===== src/rtl/fetch_pc_gen_pkg.sv =====
`default_nettype none
// ============================================================================
// Module  : fetch_pc_gen_pkg
// Brief   : Shared widths, reset PC and redirect-source encoding for fetch PC gen.
// Revision: 1.0 - initial release
// ============================================================================
`ifndef RegW
`define RegW 32
`endif
`ifndef LOONG_PC_START_ADDR
`define LOONG_PC_START_ADDR 32'h1c000000
`endif

package fetch_pc_gen_pkg;

   localparam int                   XLEN_DEF     = `RegW;
   localparam logic [XLEN_DEF-1:0]  RESET_PC_DEF = `LOONG_PC_START_ADDR;

   typedef enum logic [2:0] {
      SRC_EX   = 3'd0,
      SRC_BRU  = 3'd1,
      SRC_PEND = 3'd2,
      SRC_BP   = 3'd3,
      SRC_SEQ  = 3'd4
   } redirect_src_e;

   // Slot index width, kept at least one bit so single-slot builds stay legal.
   function automatic int slot_w(input int fetch_w);
      return (fetch_w > 1) ? $clog2(fetch_w) : 1;
   endfunction

endpackage

`default_nettype wire


===== src/rtl/fetch_slot_mask.sv =====
`default_nettype none
// ============================================================================
// Module  : fetch_slot_mask
// Brief   : Start slot + predicted-taken slot -> per-slot valid mask.
// Revision: 1.0 - initial release
// ============================================================================
module fetch_slot_mask
   import fetch_pc_gen_pkg::*;
#(
   parameter int FETCH_W = 2,
   parameter int SLOT_W  = slot_w(FETCH_W)
) (
   input  logic [SLOT_W-1:0]  i_start_slot,
   input  logic               i_bp_taken,
   input  logic [SLOT_W-1:0]  i_bp_slot,
   output logic [FETCH_W-1:0] o_mask,
   output logic               o_taken
);

   logic w_taken;

   // A taken slot ahead of the entry point cannot end this group.
   assign w_taken = i_bp_taken & (i_bp_slot >= i_start_slot);
   assign o_taken = w_taken;

   generate
      for (genvar gi = 0; gi < FETCH_W; gi++) begin : g_slot
         assign o_mask[gi] = (SLOT_W'(gi) >= i_start_slot) &
                             (!w_taken | (SLOT_W'(gi) <= i_bp_slot));
      end
   endgenerate

endmodule

`default_nettype wire


===== src/rtl/fetch_pc_gen.sv =====
`default_nettype none
// ============================================================================
// Module  : fetch_pc_gen
// Brief   : IF-stage fetch-group PC generator with prioritised redirects.
// Revision: 1.0 - initial release
// ============================================================================
module fetch_pc_gen
   import fetch_pc_gen_pkg::*;
#(
   parameter int               XLEN     = XLEN_DEF,
   parameter int               FETCH_W  = 2,
   parameter logic [XLEN-1:0]  RESET_PC = XLEN'(RESET_PC_DEF),
   localparam int              SLOT_W   = slot_w(FETCH_W)
) (
   input  logic               clk_i,
   input  logic               rst_i,
   input  logic               ex_redirect_i,
   input  logic [XLEN-1:0]    ex_pc_i,
   input  logic               bru_flush_i,
   input  logic [XLEN-1:0]    bru_pc_i,
   input  logic               bp_taken_i,
   input  logic [SLOT_W-1:0]  bp_slot_i,
   input  logic [XLEN-1:0]    bp_target_i,
   input  logic               if_ready_i,
   output logic               if_valid_o,
   output logic [XLEN-1:0]    if_pc_o,
   output logic [FETCH_W-1:0] if_slot_mask_o,
   output logic [XLEN-1:0]    if_predict_pc_o,
   output logic               if_pred_taken_o
);

   localparam logic [XLEN-1:0] C_GROUP_BYTES = XLEN'(FETCH_W * 4);
   localparam logic [XLEN-1:0] C_OFF_MASK    = XLEN'(FETCH_W * 4 - 1);
   localparam logic [XLEN-1:0] C_WORD_MASK   = XLEN'(3);

   logic [XLEN-1:0]    r_pc;
   logic               r_valid;
   logic               r_pend_v;
   logic [XLEN-1:0]    r_pend_pc;

   logic               w_fire;
   logic [XLEN-1:0]    w_seq_pc;
   logic [SLOT_W-1:0]  w_start_slot;
   logic [FETCH_W-1:0] w_mask;
   logic               w_taken;
   logic [XLEN-1:0]    w_bp_tgt;
   redirect_src_e      w_src;
   logic               w_load;
   logic [XLEN-1:0]    w_next_pc;

   assign w_fire   = r_valid & if_ready_i;
   assign w_seq_pc = (r_pc & ~C_OFF_MASK) + C_GROUP_BYTES;
   assign w_bp_tgt = bp_target_i & ~C_WORD_MASK;

   generate
      if (FETCH_W > 1) begin : g_multi_slot
         assign w_start_slot = r_pc[SLOT_W+1:2];
      end else begin : g_single_slot
         assign w_start_slot = '0;
      end
   endgenerate

   fetch_slot_mask #(
      .FETCH_W (FETCH_W),
      .SLOT_W  (SLOT_W)
   ) u_slot_mask (
      .i_start_slot (w_start_slot),
      .i_bp_taken   (bp_taken_i),
      .i_bp_slot    (bp_slot_i),
      .o_mask       (w_mask),
      .o_taken      (w_taken)
   );

   always_comb begin
      w_src  = SRC_SEQ;
      w_load = 1'b0;
      if (ex_redirect_i) begin
         w_src  = SRC_EX;
         w_load = 1'b1;
      end else if (bru_flush_i) begin
         w_src  = SRC_BRU;
         w_load = 1'b1;
      end else if (w_fire) begin
         w_load = 1'b1;
         if (r_pend_v)
            w_src = SRC_PEND;
         else if (w_taken)
            w_src = SRC_BP;
      end
   end

   always_comb begin
      w_next_pc = w_seq_pc;
      case (w_src)
         SRC_EX:   w_next_pc = ex_pc_i & ~C_WORD_MASK;
         SRC_BRU:  w_next_pc = bru_pc_i & ~C_WORD_MASK;
         SRC_PEND: w_next_pc = r_pend_pc;
         SRC_BP:   w_next_pc = w_bp_tgt;
         default:  w_next_pc = w_seq_pc;
      endcase
   end

   always_ff @(posedge clk_i) begin
      if (rst_i) begin
         r_pc      <= RESET_PC;
         r_valid   <= 1'b0;
         r_pend_v  <= 1'b0;
         r_pend_pc <= '0;
      end else begin
         r_valid <= 1'b1;
         if (w_load)
            r_pc <= w_next_pc;
         // The first prediction seen during a stall is the one that steers the group.
         if (ex_redirect_i | bru_flush_i | w_fire) begin
            r_pend_v <= 1'b0;
         end else if (r_valid & w_taken & !r_pend_v) begin
            r_pend_v  <= 1'b1;
            r_pend_pc <= w_bp_tgt;
         end
      end
   end

   assign if_valid_o      = r_valid;
   assign if_pc_o         = r_pc;
   assign if_predict_pc_o = r_pc;
   assign if_slot_mask_o  = r_valid ? w_mask : '0;
   assign if_pred_taken_o = r_valid & w_taken;

endmodule

`default_nettype wire

===== config.mk =====
export PLATFORM = sky130hd
export DESIGN_NAME = fetch_pc_gen
export DESIGN_NICKNAME = d
export VERILOG_FILES = /design/src/rtl/fetch_pc_gen_pkg.sv /design/src/rtl/fetch_slot_mask.sv /design/src/rtl/fetch_pc_gen.sv
export SDC_FILE = /design/constraint.sdc
export NUM_CORES = 1
export LEC_CHECK = 0
export ABC_CLOCK_PERIOD_IN_PS = 2000
export CORE_ASPECT_RATIO = 0.75
export CORE_MARGIN = 2
export CORE_UTILIZATION = 35
export DETAILED_ROUTE_END_ITERATION = 8
export DONT_BUFFER_PORTS = 1
export GPL_TIMING_DRIVEN = 0
export PLACE_DENSITY_LB_ADDON = 0.12
export SYNTH_ARGS = -nofsm -noshare
export SYNTH_HDL_FRONTEND = slang
export SYNTH_SLANG_ARGS = --single-unit

===== constraint.sdc =====
create_clock -name clk_i -period 2 [get_ports clk_i]
set_input_delay 0.2 -clock clk_i [delete_from_list [all_inputs] [get_ports clk_i]]
set_output_delay 0.2 -clock clk_i [all_outputs]
set_load 0.005 [all_outputs]

## After elaboration in Yosys (flattened, before gate mapping)

Cells that the tools add are included.

- Bits in registers: 64
- Bits of input ports: 103

- $add $sub $neg: 1
- Magnitude comparators: 5
- Equality and inequality tests: 3
- Multiplexer cells: 11
- Bitwise gates (word level): 11
- Reduce and logical (&&, ||, !) cells: 5

Operators with widths:

| kind | number |
|---|---|
| $pmux W32 S4 | 1 |
| $add A32 B4 Y32 const B | 1 |
| $mux W3 | 5 |
| $and A1 B1 Y1 | 6 |
| $eq A3 B2 Y1 const B | 2 |
| $mux W1 | 4 |
| $or A1 B1 Y1 | 4 |
| $eq A3 B1 Y1 const B | 1 |
| $logic_not A3 Y1 | 1 |
| $ge A1 B1 Y1 const A | 2 |
| $le A1 B1 Y1 const A | 2 |
| $logic_not A1 Y1 | 2 |
| $mux W2 | 1 |
| $reduce_and A2 Y1 | 1 |
| $reduce_or A2 Y1 | 1 |
| $ge A1 B1 Y1 | 1 |
| $not A1 Y1 | 1 |

## Logic depth before layout (Yosys ltp)

- Word-level depth: 9
- Mapped depth: 7
- Gate-level depth less buffers: 6

## Modules after synthesis

A second synthesis with hierarchy kept.

- Cell total of the unflattened synthesis: 501
- Area total of the unflattened synthesis: 3912.5 µm²

By module, submodules not included:

| module | instances | cells each | area an instance (µm²) |
|---|---|---|---|
| fetch_pc_gen | 1 | 497 | 3892.5 |
| fetch_slot_mask | 1 | 4 | 20.0 |

## Worst setup path after synthesis

No wires, ideal clock.

- Kind: flip-flop to flip-flop
- Start: register r_pc[3], in the netlist if_pc_o[3]
- End: register r_pc[21], in the netlist if_pc_o[21]
- Data arrival time: 1.667 ns
- Path slack: 0.216 ns
- Cell stages (with the launch flop): 7
- Path buffers: 0
- Period minus slack after synthesis: 1.784 ns
- Path through: dfxtp_1 ha_1 nand3_2 nor4_4 nand2_1 a21o_1 a32o_1

- Word-level cells in the longest chain between the ends: 2

Ends and longest elaborated chain:

| what | RTL line | source |
|---|---|---|
| from (decl) | fetch_pc_gen.sv:36 | `logic [XLEN-1:0] r_pc;` |
| from (signal assigned) | fetch_pc_gen.sv:112 | `r_pc <= w_next_pc;` |
| $add A32 B4 Y32 | fetch_pc_gen.sv:52 | `assign w_seq_pc = (r_pc & ~C_OFF_MASK) + C_GROUP_BYTES;` |
| $pmux W32 S4 | fetch_pc_gen.sv:94 | `case (w_src)` |

Every way passes these cells.
A chain may end at the register's enable or synchronous reset.

## Worst setup path in the final report

- Start: register r_pend_v
- End: register r_pc[24], in the netlist if_pc_o[24]

- Word-level cells in the longest chain between the ends: 6

Ends and longest elaborated chain:

| what | RTL line | source |
|---|---|---|
| from (decl) | fetch_pc_gen.sv:38 | `logic r_pend_v;` |
| from (signal assigned) | fetch_pc_gen.sv:107 | `r_pend_v <= 1'b0;` |
| from (signal assigned) | fetch_pc_gen.sv:115 | `r_pend_v <= 1'b0;` |
| from (signal assigned) | fetch_pc_gen.sv:117 | `r_pend_v <= 1'b1;` |
| $mux W3 (*) | fetch_pc_gen.sv:85 | `if (r_pend_v)` |
| $mux W3 (*) | fetch_pc_gen.sv:83 | `end else if (w_fire) begin` |
| $mux W3 (*) | fetch_pc_gen.sv:80 | `end else if (bru_flush_i) begin` |
| $mux W3 (*) | fetch_pc_gen.sv:77 | `if (ex_redirect_i) begin` |
| $eq A3 B2 Y1 (tied with other cells) | fetch_pc_gen.sv:94 |  |
| $pmux W32 S4 (*) | fetch_pc_gen.sv:94 |  |

Mark *: on every way between the ends. The rest lies on a longest branch, timed or not.

==> impl_metrics.json <==
{
  "status": "completed",
  "rsz0062_at_grt": "false",
  "synth_compound_area_share_pct": 30.0,
  "synth-main-ff-cell": "dfxtp_1",
  "crit_path_top_delay_cell": "dfxtp_1",
  "grt_pass1_wl_um": 25000,
  "swShare_pct": 27.8,
  "h-tree-depth": 3,
  "multiInputGateArea_sq_mm": 0.00231,
  "synth.area.top_cells": "dfxtp_1 32%, nand2_1 9.3%, buf_4 7.3%",
  "num_vias": 4349,
  "wl_um": 17100,
  "avgSynthCellArea_sq_um": 7.68,
  "drc": 0,
  "clk_latency_ns": 0.34,
  "ys_ff_latch": 62,
  "fin_area_sq_mm": 0.00485,
  "hp-class": "input pin to flop",
  "max_freq_mhz": 507,
  "fin_nets": 662,
  "finalSetupViolCount": 0,
  "final_cells": 703,
  "finClkSkew_ns": 0.00679,
  "p_comb_share_pct": 15.4,
  "diodes": 0,
  "power_leakage_nw": 1.82,
  "period_share_pct": 98.6,
  "io_buffers": 0,
  "dr.pass1.iters": 5,
  "powerDensity_mw_per_mm2": 769,
  "yosysTopAreaCell": "dfxtp_1",
  "final_util_pct": 44.5,
  "ir_drop_mv": 0.489,
  "cts_tree": "built",
  "power_frac_clock_pct": 46.0,
  "die_w_um": 126,
  "ys_types": 62,
  "hold_depth": 2,
  "dieArea_sq_mm": 0.0121,
  "syn_inst": 510,
  "rows": 33,
  "hold_viol_final": 0,
  "root_buffer": "clkbuf_16",
  "grt-ovfl-total": 0,
  "worstSetupPathDepth": 6,
  "antenna_found_initial": 0,
  "ff2ff_path_depth": 6,
  "slew_headroom_pct": 43.6,
  "synth_top_family_by_area": "compound AO/OA/AOI/OAI gates",
  "cp_cell_sequence": "clkbuf_1 > nor2b_1 > a32oi_1 > o221ai_1 > a31oi_1 > nor2_1",
  "grt_pass1_vias": 4122,
  "cp_slowest_stage_delay_ns": 0.44,
  "path_buf_inv": 1,
  "avgRoutedWirePerCell_um": 24.4,
  "crit_family": "compound AO/OA/AOI/OAI gates",
  "worst_pin_slew_ns": 0.847,
  "vias_per_cell": 6.19,
  "crit_fanout": 10,
  "critPathCaptureType": "flop",
  "yosysWarnings": 0,
  "required_ns": 2.22,
  "hpwl_um": 12000,
  "design.core.area_sq_mm": 0.0109,
  "drive_gt1_share_pct": 19.2,
  "clockBufferDepth": 2,
  "die_h_um": 95.6,
  "finalMaxSlewViolations": 0,
  "drt_iter0_drc": 400,
  "place.gp.congestion": 0.892,
  "initial_core_util_pct": 35.9,
  "synth_seq_area_share_pct": 31.7,
  "crit_path_start_kind": "flop",
  "period_minus_slack_ns": 1.97,
  "cts.clk_slew.worst_paths_ns": 0.06,
  "track_usage_pct": 27.8,
  "synth-xor-area-share_pct": 1.56,
  "synth-adder-area-share_pct": 0.319,
  "muxShareOfSynthArea_pct": 0.511,
  "ant_nets": 0,
  "synth_area_sq_mm": 0.00392,
  "grt_max_degree": 11,
  "dpl_cell_area_sq_mm": 0.00410,
  "seq_power_share_pct": 38.6,
  "netlist.area_leader.share_pct": 31.7,
  "cp_data_arrival_time_ns": 2.19,
  "cts_buffers": 9,
  "p_sw_w": 0.00104,
  "ioPinCount": 171,
  "synth_edf_count": 0,
  "maxCapViolCount": 0,
  "synth-simple-area-share_pct": 24.1,
  "synthToLayoutAreaGrowth_pct": 23.8,
  "filler_cell_count": 1153,
  "clock_sinks": 62,
  "regArea_sq_mm": 0.00126,
  "async_flop_share_pct": 0,
  "place_inst": 653,
  "p_int_w": 0.00269,
  "worstSetupPathType": "flop to flop"
}
==> cell usage in the layout (no fill, tap or decap), drive strengths merged, types with 4 or more instances in the layout <==
cell type    Yosys  layout
nand2b           9       9
nand4           13      13
a31oi            6       6
o31ai            4       4
nor2b            9       9
a21oi           46      46
clkbuf          18      30
inv              9       9
o21ai           32      32
dlygate4sd3      0      27
conb             1       4
xor2             5       5
a222oi          15      15
nand2           97      97
a221oi          10      10
dfxtp           62      62
nand3           11      11
buf             53      60
nor4             5       5
nor2            20      20
nor3             9       9
a32oi            4       4
a22oi           11      11
and3             8       8
==> power groups by stage <==
| stage | Clock, W | Combinational, W | Sequential [W] |
|---|---|---|---|
| finish | 0.00172 | 0.000574 | 0.00144 |
| global route | 0.00177 | 0.000624 | 0.00145 |
| CTS | 0.00173 | 0.000554 | 0.00143 |
| detailed placement | 0 | 0.000505 | 0.00146 |
| global placement | 0 | 0.000504 | 0.00146 |
| floorplan | 0 | 0.000383 | 0.00141 |
==> final cells by class <==
type	instances	area share, %
clock buffer	12	5.08
inverter	9	0.697
clock inverter	4	1.45
sequential	62	25.9
buffer	71	8.98
tap	140	3.61
timing repair buffer	34	6.66
multi-input combinational	371	47.6
==> routing by layer <==
metal	share of wire, %	track usage, %
met5	0	0
met4	1.2	7.23
met3	11	8.64
met2	44	43.0
met1	43	37.9
==> registers in the layout, summed over array words and instances (netlist names) <==
signal	flops
r_pend_pc	30
if_pc_o	30
if_valid_o	1
r_pend_v	1
==> timing repair <==
item                       4_1_cts  5_1_grt
setup endpoints to repair       57       57
hold buffers                    27        0
setup buffers                    6        1
pin swaps                        3        3
hold endpoints to repair        27        0
gates cloned                     0        0
gates resized for setup          5       33
==> per-stage QoR <==
| step | worst slack, ns | total power (W) | hold WS (ns) | TNS [ns] |
|---|---|---|---|---|
| CTS | 0.0129 | 0.00371 | 0.000121 | 0 |
| global placement | -0.227 | 0.00196 | 0.337 | -2.33 |
| finish | 0.0288 | 0.00373 | 0.00560 | 0 |
| floorplan | 0.216 | 0.00179 | 0.336 | 0 |
| global route | 0.00538 | 0.00385 | 0.0180 | 0 |
| detailed placement | -0.276 | 0.00196 | 0.342 | -3.22 |
==> logic make-up after synthesis <==
family,count (synthesis)
and+or+nand+nor,189
buffers and inverters,80
other,1
muxes,2
adders and majority gates,1
AOI/OAI and AO/OA,168
xor gates and xnor gates,7
DFF,62
==> path summary, 6_finish.rpt <==
| path | start | to | slack [ns] |
|---|---|---|---|
| max reg2reg | r_pend_v$_SDFFE_PP0P_ | if_pc_o[24]$_SDFFE_PP0P_ | 0.03 |
| max | r_pend_v$_SDFFE_PP0P_ | if_pc_o[24]$_SDFFE_PP0P_ | 0.03 |
| min | bp_target_i[25] | r_pend_pc[25]$_SDFFE_PP0P_ | 0.006 |
| min reg2reg | r_pend_pc[29]$_SDFFE_PP0P_ | r_pend_pc[29]$_SDFFE_PP0P_ | 0.45 |
==> synthesized netlist by cell type, types with 3 or more instances <==
library cell   n
buf_2         14
a22oi_1       11
a21oi_1       46
o31ai_1        4
nor2b_1        9
a21o_1         3
dfxtp_1       62
o21ai_0       31
a22o_1         3
nand3_1        9
nand2b_1       9
a221oi_1      10
a31oi_1        6
nand4_1       13
nor2_1        20
a32o_1         3
inv_1          9
xor2_1         5
a32oi_1        4
nor4_1         3
a222oi_1      15
and3_1         8
nor3_1         9
buf_4         38
nand2_1       97
clkbuf_1      18
(Power assumes the default switching activity.)
